--- src/rtl/oldland_bus_arbiter_if.sv ---
// Signal bundle around the oldland bus arbiter: the CPU fetch port (i_*),
// the CPU data port (d_*) and the shared memory bus (m_*).
// The 'master' modport is the arbiter's view. It takes requests from the CPU
// ports and drives the memory bus as its master. The 'slave' modport is the
// environment's view: the CPU requesters plus the memory/peripheral slave.
// Handshake: a requester raises *_access and holds it, together with its
// address and attributes, until exactly one of *_ack or *_error has pulsed
// for one cycle. On the memory side m_access stays high with m_* stable until
// the slave answers with m_ack and/or m_error, or until the arbiter times out.
interface oldland_bus_arbiter_if;
  logic        i_access;
  logic [31:0] i_addr;
  logic [31:0] i_data;
  logic        i_ack;
  logic        i_error;

  logic        d_access;
  logic [31:0] d_addr;
  logic [3:0]  d_bytesel;
  logic        d_wr_en;
  logic [31:0] d_wr_val;
  logic [31:0] d_data;
  logic        d_ack;
  logic        d_error;

  logic        m_access;
  logic [31:0] m_addr;
  logic [3:0]  m_bytesel;
  logic        m_wr_en;
  logic [31:0] m_wr_val;
  logic [31:0] m_data;
  logic        m_ack;
  logic        m_error;

  modport master (
    input  i_access, i_addr,
    output i_data, i_ack, i_error,
    input  d_access, d_addr, d_bytesel, d_wr_en, d_wr_val,
    output d_data, d_ack, d_error,
    output m_access, m_addr, m_bytesel, m_wr_en, m_wr_val,
    input  m_data, m_ack, m_error
  );

  modport slave (
    output i_access, i_addr,
    input  i_data, i_ack, i_error,
    output d_access, d_addr, d_bytesel, d_wr_en, d_wr_val,
    input  d_data, d_ack, d_error,
    input  m_access, m_addr, m_bytesel, m_wr_en, m_wr_val,
    output m_data, m_ack, m_error
  );
endinterface

--- src/rtl/oldland_bus_arbiter.sv ---
// Shares one memory bus between the CPU instruction-fetch and data ports.
// Grant is registered. Under contention the port that did not win last time
// is granted. Each bus transaction is bounded by a cycle timeout that turns
// into an error pulse on the owning port.
module oldland_bus_arbiter #(
  parameter int unsigned TIMEOUT_CYCLES = 255, // 0 disables the timeout
  parameter int unsigned TO_WIDTH       = 8    // must be able to hold TIMEOUT_CYCLES
) (
  input  logic                  clk,
  input  logic                  rst_n,
  oldland_bus_arbiter_if.master bus,
  output logic [1:0]            bus_owner,  // 00 none, 01 fetch, 10 data
  output logic [1:0]            dbg_state   // current FSM state encoding
);

  localparam logic [1:0] OWN_NONE  = 2'b00;
  localparam logic [1:0] OWN_FETCH = 2'b01;
  localparam logic [1:0] OWN_DATA  = 2'b10;

  localparam logic [TO_WIDTH-1:0] TO_LIMIT = TO_WIDTH'(TIMEOUT_CYCLES);
  localparam bit                  TO_EN    = (TIMEOUT_CYCLES != 0);

  typedef enum logic [1:0] {
    ST_IDLE = 2'd0,
    ST_BUS  = 2'd1,
    ST_RESP = 2'd2
  } state_t;

  state_t              state;
  logic                last_grant_data; // 0: fetch won last, 1: data won last
  logic [TO_WIDTH-1:0] to_cnt;

  logic                grant_data;
  logic [TO_WIDTH-1:0] to_next;
  logic                to_hit;
  logic                fail_now;

  // Arbitration decision and timeout detection for the current cycle.
  always_comb begin
    grant_data = bus.d_access && (!bus.i_access || !last_grant_data);
    to_next    = to_cnt + TO_WIDTH'(1);
    to_hit     = TO_EN && (to_next == TO_LIMIT);
    // A slave error wins over an ack; a timeout only counts if nobody answered.
    fail_now   = bus.m_error || (!bus.m_ack && to_hit);
  end

  assign dbg_state = state;

  // Arbiter FSM: IDLE grants, BUS waits for the slave, RESP pulses the result.
  always_ff @(posedge clk) begin
    if (!rst_n) begin
      state           <= ST_IDLE;
      last_grant_data <= 1'b0;
      to_cnt          <= '0;
      bus_owner       <= OWN_NONE;
      bus.m_access    <= 1'b0;
      bus.m_addr      <= '0;
      bus.m_bytesel   <= '0;
      bus.m_wr_en     <= 1'b0;
      bus.m_wr_val    <= '0;
      bus.i_data      <= '0;
      bus.i_ack       <= 1'b0;
      bus.i_error     <= 1'b0;
      bus.d_data      <= '0;
      bus.d_ack       <= 1'b0;
      bus.d_error     <= 1'b0;
    end else begin
      // Completion signals are single-cycle pulses.
      bus.i_ack   <= 1'b0;
      bus.i_error <= 1'b0;
      bus.d_ack   <= 1'b0;
      bus.d_error <= 1'b0;

      case (state)
        ST_IDLE: begin
          if (bus.i_access || bus.d_access) begin
            state           <= ST_BUS;
            to_cnt          <= '0;
            bus.m_access    <= 1'b1;
            last_grant_data <= grant_data;
            if (grant_data) begin
              bus_owner     <= OWN_DATA;
              bus.m_addr    <= bus.d_addr;
              bus.m_bytesel <= bus.d_bytesel;
              bus.m_wr_en   <= bus.d_wr_en;
              bus.m_wr_val  <= bus.d_wr_val;
            end else begin
              // Fetches are always full-word reads.
              bus_owner     <= OWN_FETCH;
              bus.m_addr    <= bus.i_addr;
              bus.m_bytesel <= 4'hf;
              bus.m_wr_en   <= 1'b0;
              bus.m_wr_val  <= '0;
            end
          end
        end

        ST_BUS: begin
          to_cnt <= to_next;
          if (bus.m_error || bus.m_ack || to_hit) begin
            state        <= ST_RESP;
            bus.m_access <= 1'b0;
            bus_owner    <= OWN_NONE;
          end
          if (fail_now) begin
            if (bus_owner == OWN_DATA) bus.d_error <= 1'b1;
            else                       bus.i_error <= 1'b1;
          end else if (bus.m_ack) begin
            if (bus_owner == OWN_DATA) begin
              bus.d_ack  <= 1'b1;
              bus.d_data <= bus.m_data;
            end else begin
              bus.i_ack  <= 1'b1;
              bus.i_data <= bus.m_data;
            end
          end
        end

        // The requester drops or renews its access on the edge leaving RESP,
        // so no arbitration happens here.
        ST_RESP: state <= ST_IDLE;

        default: state <= ST_IDLE;
      endcase
    end
  end

endmodule

--- src/flat_wrapper.sv ---
// flat-port wrapper written by rule: the top's interface ports become plain ports
module oldland_bus_arbiter_flat 
#(
  parameter int unsigned TIMEOUT_CYCLES = 255,                          
  parameter int unsigned TO_WIDTH       = 8                                          
)
  (clk, rst_n, bus_owner, dbg_state, bus_i_access, bus_i_addr, bus_i_data, bus_i_ack, bus_i_error, bus_d_access, bus_d_addr, bus_d_bytesel, bus_d_wr_en, bus_d_wr_val, bus_d_data, bus_d_ack, bus_d_error, bus_m_access, bus_m_addr, bus_m_bytesel, bus_m_wr_en, bus_m_wr_val, bus_m_data, bus_m_ack, bus_m_error);
  oldland_bus_arbiter_if bus_i ();
  input  logic clk;
  input  logic rst_n;
  output logic [1:0] bus_owner;
  output logic [1:0] dbg_state;
  input wire logic [$bits(bus_i.i_access)-1:0] bus_i_access;
  input wire logic [$bits(bus_i.i_addr)-1:0] bus_i_addr;
  output wire logic [$bits(bus_i.i_data)-1:0] bus_i_data;
  output wire logic [$bits(bus_i.i_ack)-1:0] bus_i_ack;
  output wire logic [$bits(bus_i.i_error)-1:0] bus_i_error;
  input wire logic [$bits(bus_i.d_access)-1:0] bus_d_access;
  input wire logic [$bits(bus_i.d_addr)-1:0] bus_d_addr;
  input wire logic [$bits(bus_i.d_bytesel)-1:0] bus_d_bytesel;
  input wire logic [$bits(bus_i.d_wr_en)-1:0] bus_d_wr_en;
  input wire logic [$bits(bus_i.d_wr_val)-1:0] bus_d_wr_val;
  output wire logic [$bits(bus_i.d_data)-1:0] bus_d_data;
  output wire logic [$bits(bus_i.d_ack)-1:0] bus_d_ack;
  output wire logic [$bits(bus_i.d_error)-1:0] bus_d_error;
  output wire logic [$bits(bus_i.m_access)-1:0] bus_m_access;
  output wire logic [$bits(bus_i.m_addr)-1:0] bus_m_addr;
  output wire logic [$bits(bus_i.m_bytesel)-1:0] bus_m_bytesel;
  output wire logic [$bits(bus_i.m_wr_en)-1:0] bus_m_wr_en;
  output wire logic [$bits(bus_i.m_wr_val)-1:0] bus_m_wr_val;
  input wire logic [$bits(bus_i.m_data)-1:0] bus_m_data;
  input wire logic [$bits(bus_i.m_ack)-1:0] bus_m_ack;
  input wire logic [$bits(bus_i.m_error)-1:0] bus_m_error;
  assign bus_i.i_access = bus_i_access;
  assign bus_i.i_addr = bus_i_addr;
  assign bus_i_data = bus_i.i_data;
  assign bus_i_ack = bus_i.i_ack;
  assign bus_i_error = bus_i.i_error;
  assign bus_i.d_access = bus_d_access;
  assign bus_i.d_addr = bus_d_addr;
  assign bus_i.d_bytesel = bus_d_bytesel;
  assign bus_i.d_wr_en = bus_d_wr_en;
  assign bus_i.d_wr_val = bus_d_wr_val;
  assign bus_d_data = bus_i.d_data;
  assign bus_d_ack = bus_i.d_ack;
  assign bus_d_error = bus_i.d_error;
  assign bus_m_access = bus_i.m_access;
  assign bus_m_addr = bus_i.m_addr;
  assign bus_m_bytesel = bus_i.m_bytesel;
  assign bus_m_wr_en = bus_i.m_wr_en;
  assign bus_m_wr_val = bus_i.m_wr_val;
  assign bus_i.m_data = bus_m_data;
  assign bus_i.m_ack = bus_m_ack;
  assign bus_i.m_error = bus_m_error;
  oldland_bus_arbiter #(.TIMEOUT_CYCLES(TIMEOUT_CYCLES), .TO_WIDTH(TO_WIDTH)) u_core (.clk(clk), .rst_n(rst_n), .bus(bus_i), .bus_owner(bus_owner), .dbg_state(dbg_state));
endmodule
--- config.mk ---
export PLATFORM = sky130hd
export DESIGN_NAME = oldland_bus_arbiter_flat
export DESIGN_NICKNAME = d
export VERILOG_FILES = /design/src/rtl/oldland_bus_arbiter_if.sv /design/src/rtl/oldland_bus_arbiter.sv /design/src/flat_wrapper.sv
export SDC_FILE = /design/constraint.sdc
export NUM_CORES = 1
export LEC_CHECK = 0
export CAP_MARGIN = 40
export CORE_MARGIN = 2
export CORE_UTILIZATION = 30
export DETAILED_ROUTE_END_ITERATION = 8
export HOLD_SLACK_MARGIN = 0.05
export PLACE_DENSITY = 0.71
export SYNTH_ARGS = -nofsm -noshare
export SYNTH_HDL_FRONTEND = slang
export SYNTH_SLANG_ARGS = --single-unit
--- constraint.sdc ---
create_clock -name clk -period 3.51 [get_ports clk]
set_input_delay 0.5265 -clock clk [delete_from_list [all_inputs] [get_ports clk]]
set_output_delay 0.5265 -clock clk [all_outputs]
set_load 0.01 [all_outputs]
Yosys cells after proc, flatten, opt, wreduce, memory -nomap -nowiden
Cells that the tools add are included.
- bitwise gates (word level): 5
- $add $sub $neg: 1
- mux-type cells: 18
- reductions and logical operators: 20
- equality and inequality tests: 5
- operators with widths (kind ; number):
    32-bit two-way mux ; 2
    8-bit one-hot mux with 2 select lines ; 1
    2-bit two-way mux ; 5
    8-bit by 1-bit adder with 8-bit output (second input constant) ; 1
    8-bit equality test (second input constant) ; 1
    8-bit two-way mux ; 1
    2-bit one-hot mux with 2 select lines ; 2
    4-bit AND reduction ; 2
    2-bit AND reduction ; 3
    3-bit AND reduction ; 2
    1-bit logical OR ; 5
    1-bit two-way mux ; 5
    1-bit NOT ; 5
    4-bit two-way mux ; 1
    2-bit by 1-bit inequality test with 1-bit output (second input constant) ; 2
    4-bit OR reduction ; 1
    1-bit logical NOT ; 3
    2-bit by 1-bit equality test with 1-bit output (second input constant) ; 1
    2-bit equality test (second input constant) ; 1
    1-bit logical AND ; 2
    2-bit logical NOT ; 1
    1-bit one-hot mux with 2 select lines ; 1
    2-bit nonzero test ; 1
- bits of input ports: 139
- flip-flop bits (word level): 151
- logic and storage cells: 64

Depth between registers and ports, before layout
- word-level depth: 6
- gate-level depth with buffers: 7
- depth with buffers taken out: 6

Least setup slack after synthesis
No wires, ideal clock.
- kind: register -> register
- start: register u_core.to_cnt[1]
- end: register u_core.bus_owner[0]
- required time: 3393 ps
- buffers on the path: 0
- data arrival time: 1510 ps
- setup slack: 1883 ps
- stages on the path, launching flop included: 7
- cell sequence: dfxtp_1 -> ha_1 -> nand3_1 -> nor2_1 -> xor2_1 -> a311oi_2 -> a32o_1
- word-level cells in the longest chain between the ends: 5
- RTL lines (element ; RTL line ; text):
    start, declared ; oldland_bus_arbiter.sv:31 ; logic [TO_WIDTH-1:0] to_cnt;
    start signal, assigned ; oldland_bus_arbiter.sv:99 ; to_cnt <= to_next;
    8-bit by 1-bit adder with 8-bit output ; oldland_bus_arbiter.sv:41 ; to_next = to_cnt + TO_WIDTH'(1);
    8-bit equality test ; oldland_bus_arbiter.sv:42 ; to_hit = TO_EN && (to_next == TO_LIMIT);
    1-bit logical OR ; oldland_bus_arbiter.sv:100 ; if (bus.m_error || bus.m_ack || to_hit) begin
    2-bit by 1-bit inequality test with 1-bit output (no line) ; -- ;
    3-bit AND reduction (no line) ; -- ;
    end signal, assigned ; oldland_bus_arbiter.sv:55 ; bus_owner <= OWN_NONE;
    end signal, assigned ; oldland_bus_arbiter.sv:89 ; bus_owner <= OWN_FETCH;
    end signal, assigned ; oldland_bus_arbiter.sv:103 ; bus_owner <= OWN_NONE;
    end, declared ; oldland_bus_arbiter.sv:12 ; output logic [1:0] bus_owner,
Every way passes these cells.
A chain may end at the register's enable or synchronous reset.

Worst setup path after layout
- start: input bus_m_ack
- end: register u_core.bus.d_data[15]
- word-level cells in the longest chain between the ends: 5
- RTL lines (element ; RTL line ; text):
    start, declared ; flat_wrapper.sv:32 ; input wire logic [$bits(bus_i.m_ack)-1:0] bus_m_ack;
    1-bit logical NOT ; oldland_bus_arbiter.sv:44 ; fail_now = bus.m_error || (!bus.m_ack && to_hit);
    1-bit logical AND ; oldland_bus_arbiter.sv:44 ;
    1-bit logical OR ; oldland_bus_arbiter.sv:44 ;
    1-bit NOT (no line) ; -- ;
    4-bit AND reduction (no line) * ; -- ;
    end signal, assigned ; oldland_bus_arbiter.sv:111 ; bus.d_data <= bus.m_data;
    end, declared ; oldland_bus_arbiter_if.sv:39 ; output d_data, d_ack, d_error,
Every way passes the cells marked *; elsewhere a longest branch is shown, timed or not.

==> run_results.csv <==
group,metric,value,unit
route,totalWireLength,18100,µm
synth,synth_area,6020,µm²
route,vias_per_cell,4.68,
final_layout,num_antenna_cells,0,
final_layout,final_util,48.8,%
cts,clk_pin_slew,0.06,ns
global_route,track_usage,16.9,%
floorplan,dieHeight,146,µm
timing,relSlewSlack,48.1,%
route,post_drt_wl_per_cell,15.8,µm
worst_setup_path,end_kind,"register",
timing,fmax,483,MHz
final_layout,synthToLayoutAreaGrowth,58.8,%
worst_setup_path,critPathRequiredTime,3.84,ns
worst_setup_path,critPathKind,"primary input to register",
synth,syn_inst,609,
worst_setup_path,crit_end,"u_core.bus.d_data[15]",
worst_setup_path,r2r_start,"u_core.dbg_state[1]",
floorplan,fp-row-count,51,
cts,post-cts-setup-buffers,0,
route,route.detailed.drc,0,
worst_setup_path,cpPeakStageDelay,0.60,ns
synth,async_flop_share,0,%
cts,cts.sinks,151,
synth,synth-edff-count,0,
global_route,grt_pass1_vias,5360,
synth,synth_commonest_cells,"dfxtp_1 (151), nand2_1 (139), nor2b_1 (73)",
timing,report.final.slew_viol_count,0,
timing,rsz0062_at_grt,"no",
placement,gp_congestion,0.739,
power_and_ir_drop,ir_drop,299,µV
timing,min_period,2.07,ns
route,drt_iter0_markers,317,
worst_setup_path,path_cells,"clkdlybuf4s50_1 -> inv_1 -> or3_4 -> nor2_4 -> nand2_1 -> a21boi_0",
worst_setup_path,cp_max_fo,32,
synth,synth_ff_type,"dfxtp_1",
route,detail-route-antenna-nets,0,
timing,worst_slew_pin_slew,0.776,ns
global_route,grt_remaining_overflow,0,
synth,yosysWarnings,0,
synth,synth.distinct_cells,38,
worst_setup_path,ff2ff_setup_slack,1.44,ns
cts,clk-insertion-delay-late,0.42,ns
floorplan,ios,281,
cts,cts_tree,"built",
synth,ys_top_cells_by_area,"dfxtp_1 (50%), a21boi_2 (11%), nand2_1 (8.7%)",
floorplan,dieArea,21200,µm²
cts,holdBufCountCts,0,
floorplan,die_w,146,µm
global_route,grt_pass1_wl,29000,µm
worst_setup_path,reg2reg_depth,5,
synth,ys_seq_area_share,50.2,%
power_and_ir_drop,powerDensity,458,nW/µm²
timing,finalSetupViolations,0,
timing,fin_setup_tns,0,ns
timing,fin_ws,1.44,ns
timing,holdWs,0.462,ns
final_layout,drive_above_1_share,13.0,%
global_route,antenna_found_initial,0,
floorplan,start_util,30.8,%
cts,htreeDepth,4,
final_layout,nets,1008,
worst_setup_path,cp-startpoint,"bus_m_ack",
worst_hold_path,hold_class,"register to register",
synth,syn_nets,750,
worst_setup_path,startpoint_type,"primary input",
flow_run,drv_cap,0,
placement,port_buffers,280,
synth,synth_top_cell_by_area,"dfxtp_1",
timing,final-hold-violation-count,0,
power_and_ir_drop,p_leak,3.28,nW
worst_setup_path,r2r-end,"u_core.bus.d_data[15]",
final_layout,instances_no_fill,1145,
floorplan,coreArea,19600,µm²
cts,ctsLongestPathBuffers,2,
placement,dp_hpwl,12700,µm
timing,timing.final.crit_share,59.0,%
synth,synth.avg_cell_area,9.89,µm²
outcome,status,"finished clean",
route,vias,5353,
cts,cts_buffers,17,
placement,dp_cells,1113,
synth,synth.top_cell.area_share,50.2,%
route,dr.pass1.iters,5,
worst_setup_path,cp_slowest_cell,"nor2_4",
timing,clock_skew,0.00914,ns
cts,cts_root_buf,"clkbuf_16",
cts,ctsResizeCount,0,
synth,ys_ff_latch,151,
placement,dp_slack,0.997,ns
synth,post-synth-top-count-cell,"dfxtp_1",
global_route,grt_max_degree,87,
worst_setup_path,cp_data_arrival_time,2.40,ns
[how the worst min path moves through the flow]
stage | endpoint | cells after the start | from | slack [ns]
5_1_grt | u_core.bus.i_data[16] | 2 | u_core.bus.i_data[16] | 0.48
2_1_floorplan | u_core.bus.i_data[0] | 2 | u_core.bus.i_data[0] | 0.49
4_1_cts | u_core.bus.i_data[23] | 2 | u_core.bus.i_data[23] | 0.47
3_5_place_dp | u_core.bus.d_data[20] | 2 | u_core.bus.d_data[20] | 0.46
6_report | u_core.bus.i_data[23] | 2 | u_core.bus.i_data[23] | 0.46
3_3_place_gp | u_core.bus.d_data[29] | 2 | u_core.bus.d_data[29] | 0.45
[stage by stage]
stage	total power, mW	area (µm²)
after global placement	2.61	8990
final	4.38	9570
after detailed placement	2.62	8990
after floorplan	2.21	6020
after global routing	4.59	9570
after CTS	4.45	9570
[critical path: cells and delay by family]
kind                   cells  cell delay (ns)
AOI/OAI and AO/OA          1             0.19
and+or+nand+nor            3             1.11
buffers and inverters      2             0.56
[cells by family after synthesis]
family | after synthesis | synth area share (%)
buffers and inverters | 50 | 4.30
adders and majority gates | 2 | 0.415
AOI/OAI and AO/OA | 158 | 24.8
DFF | 151 | 50.2
and+or+nand+nor | 244 | 19.7
xor gates and xnor gates | 4 | 0.582
[state kept, by name, indices dropped and copies added (netlist names)]
name / cells
u_core.bus.d_data: 32
u_core.bus.i_data: 32
u_core.bus.m_addr: 32
u_core.bus.m_wr_val: 32
u_core.to_cnt: 8
u_core.bus.m_bytesel: 4
u_core.bus_owner: 2
u_core.dbg_state: 2
u_core.bus.d_ack: 1
u_core.bus.d_error: 1
u_core.bus.i_ack: 1
u_core.bus.i_error: 1
u_core.bus.m_access: 1
u_core.bus.m_wr_en: 1
u_core.last_grant_data: 1
[cell usage in the layout, fill, tap and decap left out, types with 3 or more instances in the layout]
cell / instances
a21oi_1: 6
and2_1: 4
o221a_2: 4
a21boi_0: 4
nor2_1: 5
clkinvlp_4: 3
nor2b_1: 73
nor3_1: 7
inv_6: 6
a222oi_1: 32
a21o_1: 3
inv_1: 3
a21boi_2: 60
clkbuf_16: 17
buf_4: 5
nand2_1: 139
a22oi_1: 34
dfxtp_1: 151
nand3_1: 5
clkdlybuf4s50_1: 279
o21ai_0: 5
[report_power, final]
part / leakage [nW] / total (mW) / internal, mW / switching (mW)
combinational: 1.77 / 0.722 / 0.411 / 0.310
clock: 0.277 / 1.81 / 1.01 / 0.794
sequential: 1.23 / 1.85 / 1.80 / 0.0493
[metal layers]
layer / share of wire (%) / global-route usage (%) / vias up
met5: 0 / 0 / -
met4: 1.1 / 5.00 / 0
met3: 8.7 / 6.49 / 14
met2: 47 / 27.0 / 213
met1: 43 / 21.3 / 2475
li1: - / - / 2651
[area by class of cell]
class | count | area [µm²]
clock buffers | 18 | 439
clock inverters | 14 | 139
fillers | 1863 | 10000
inverters | 3 | 11.3
multi-input cells | 408 | 2760
flip-flops and latches | 151 | 3020
well taps | 265 | 332
repair buffers | 286 | 2870
Note: power is estimated with default switching activity, not from simulation.
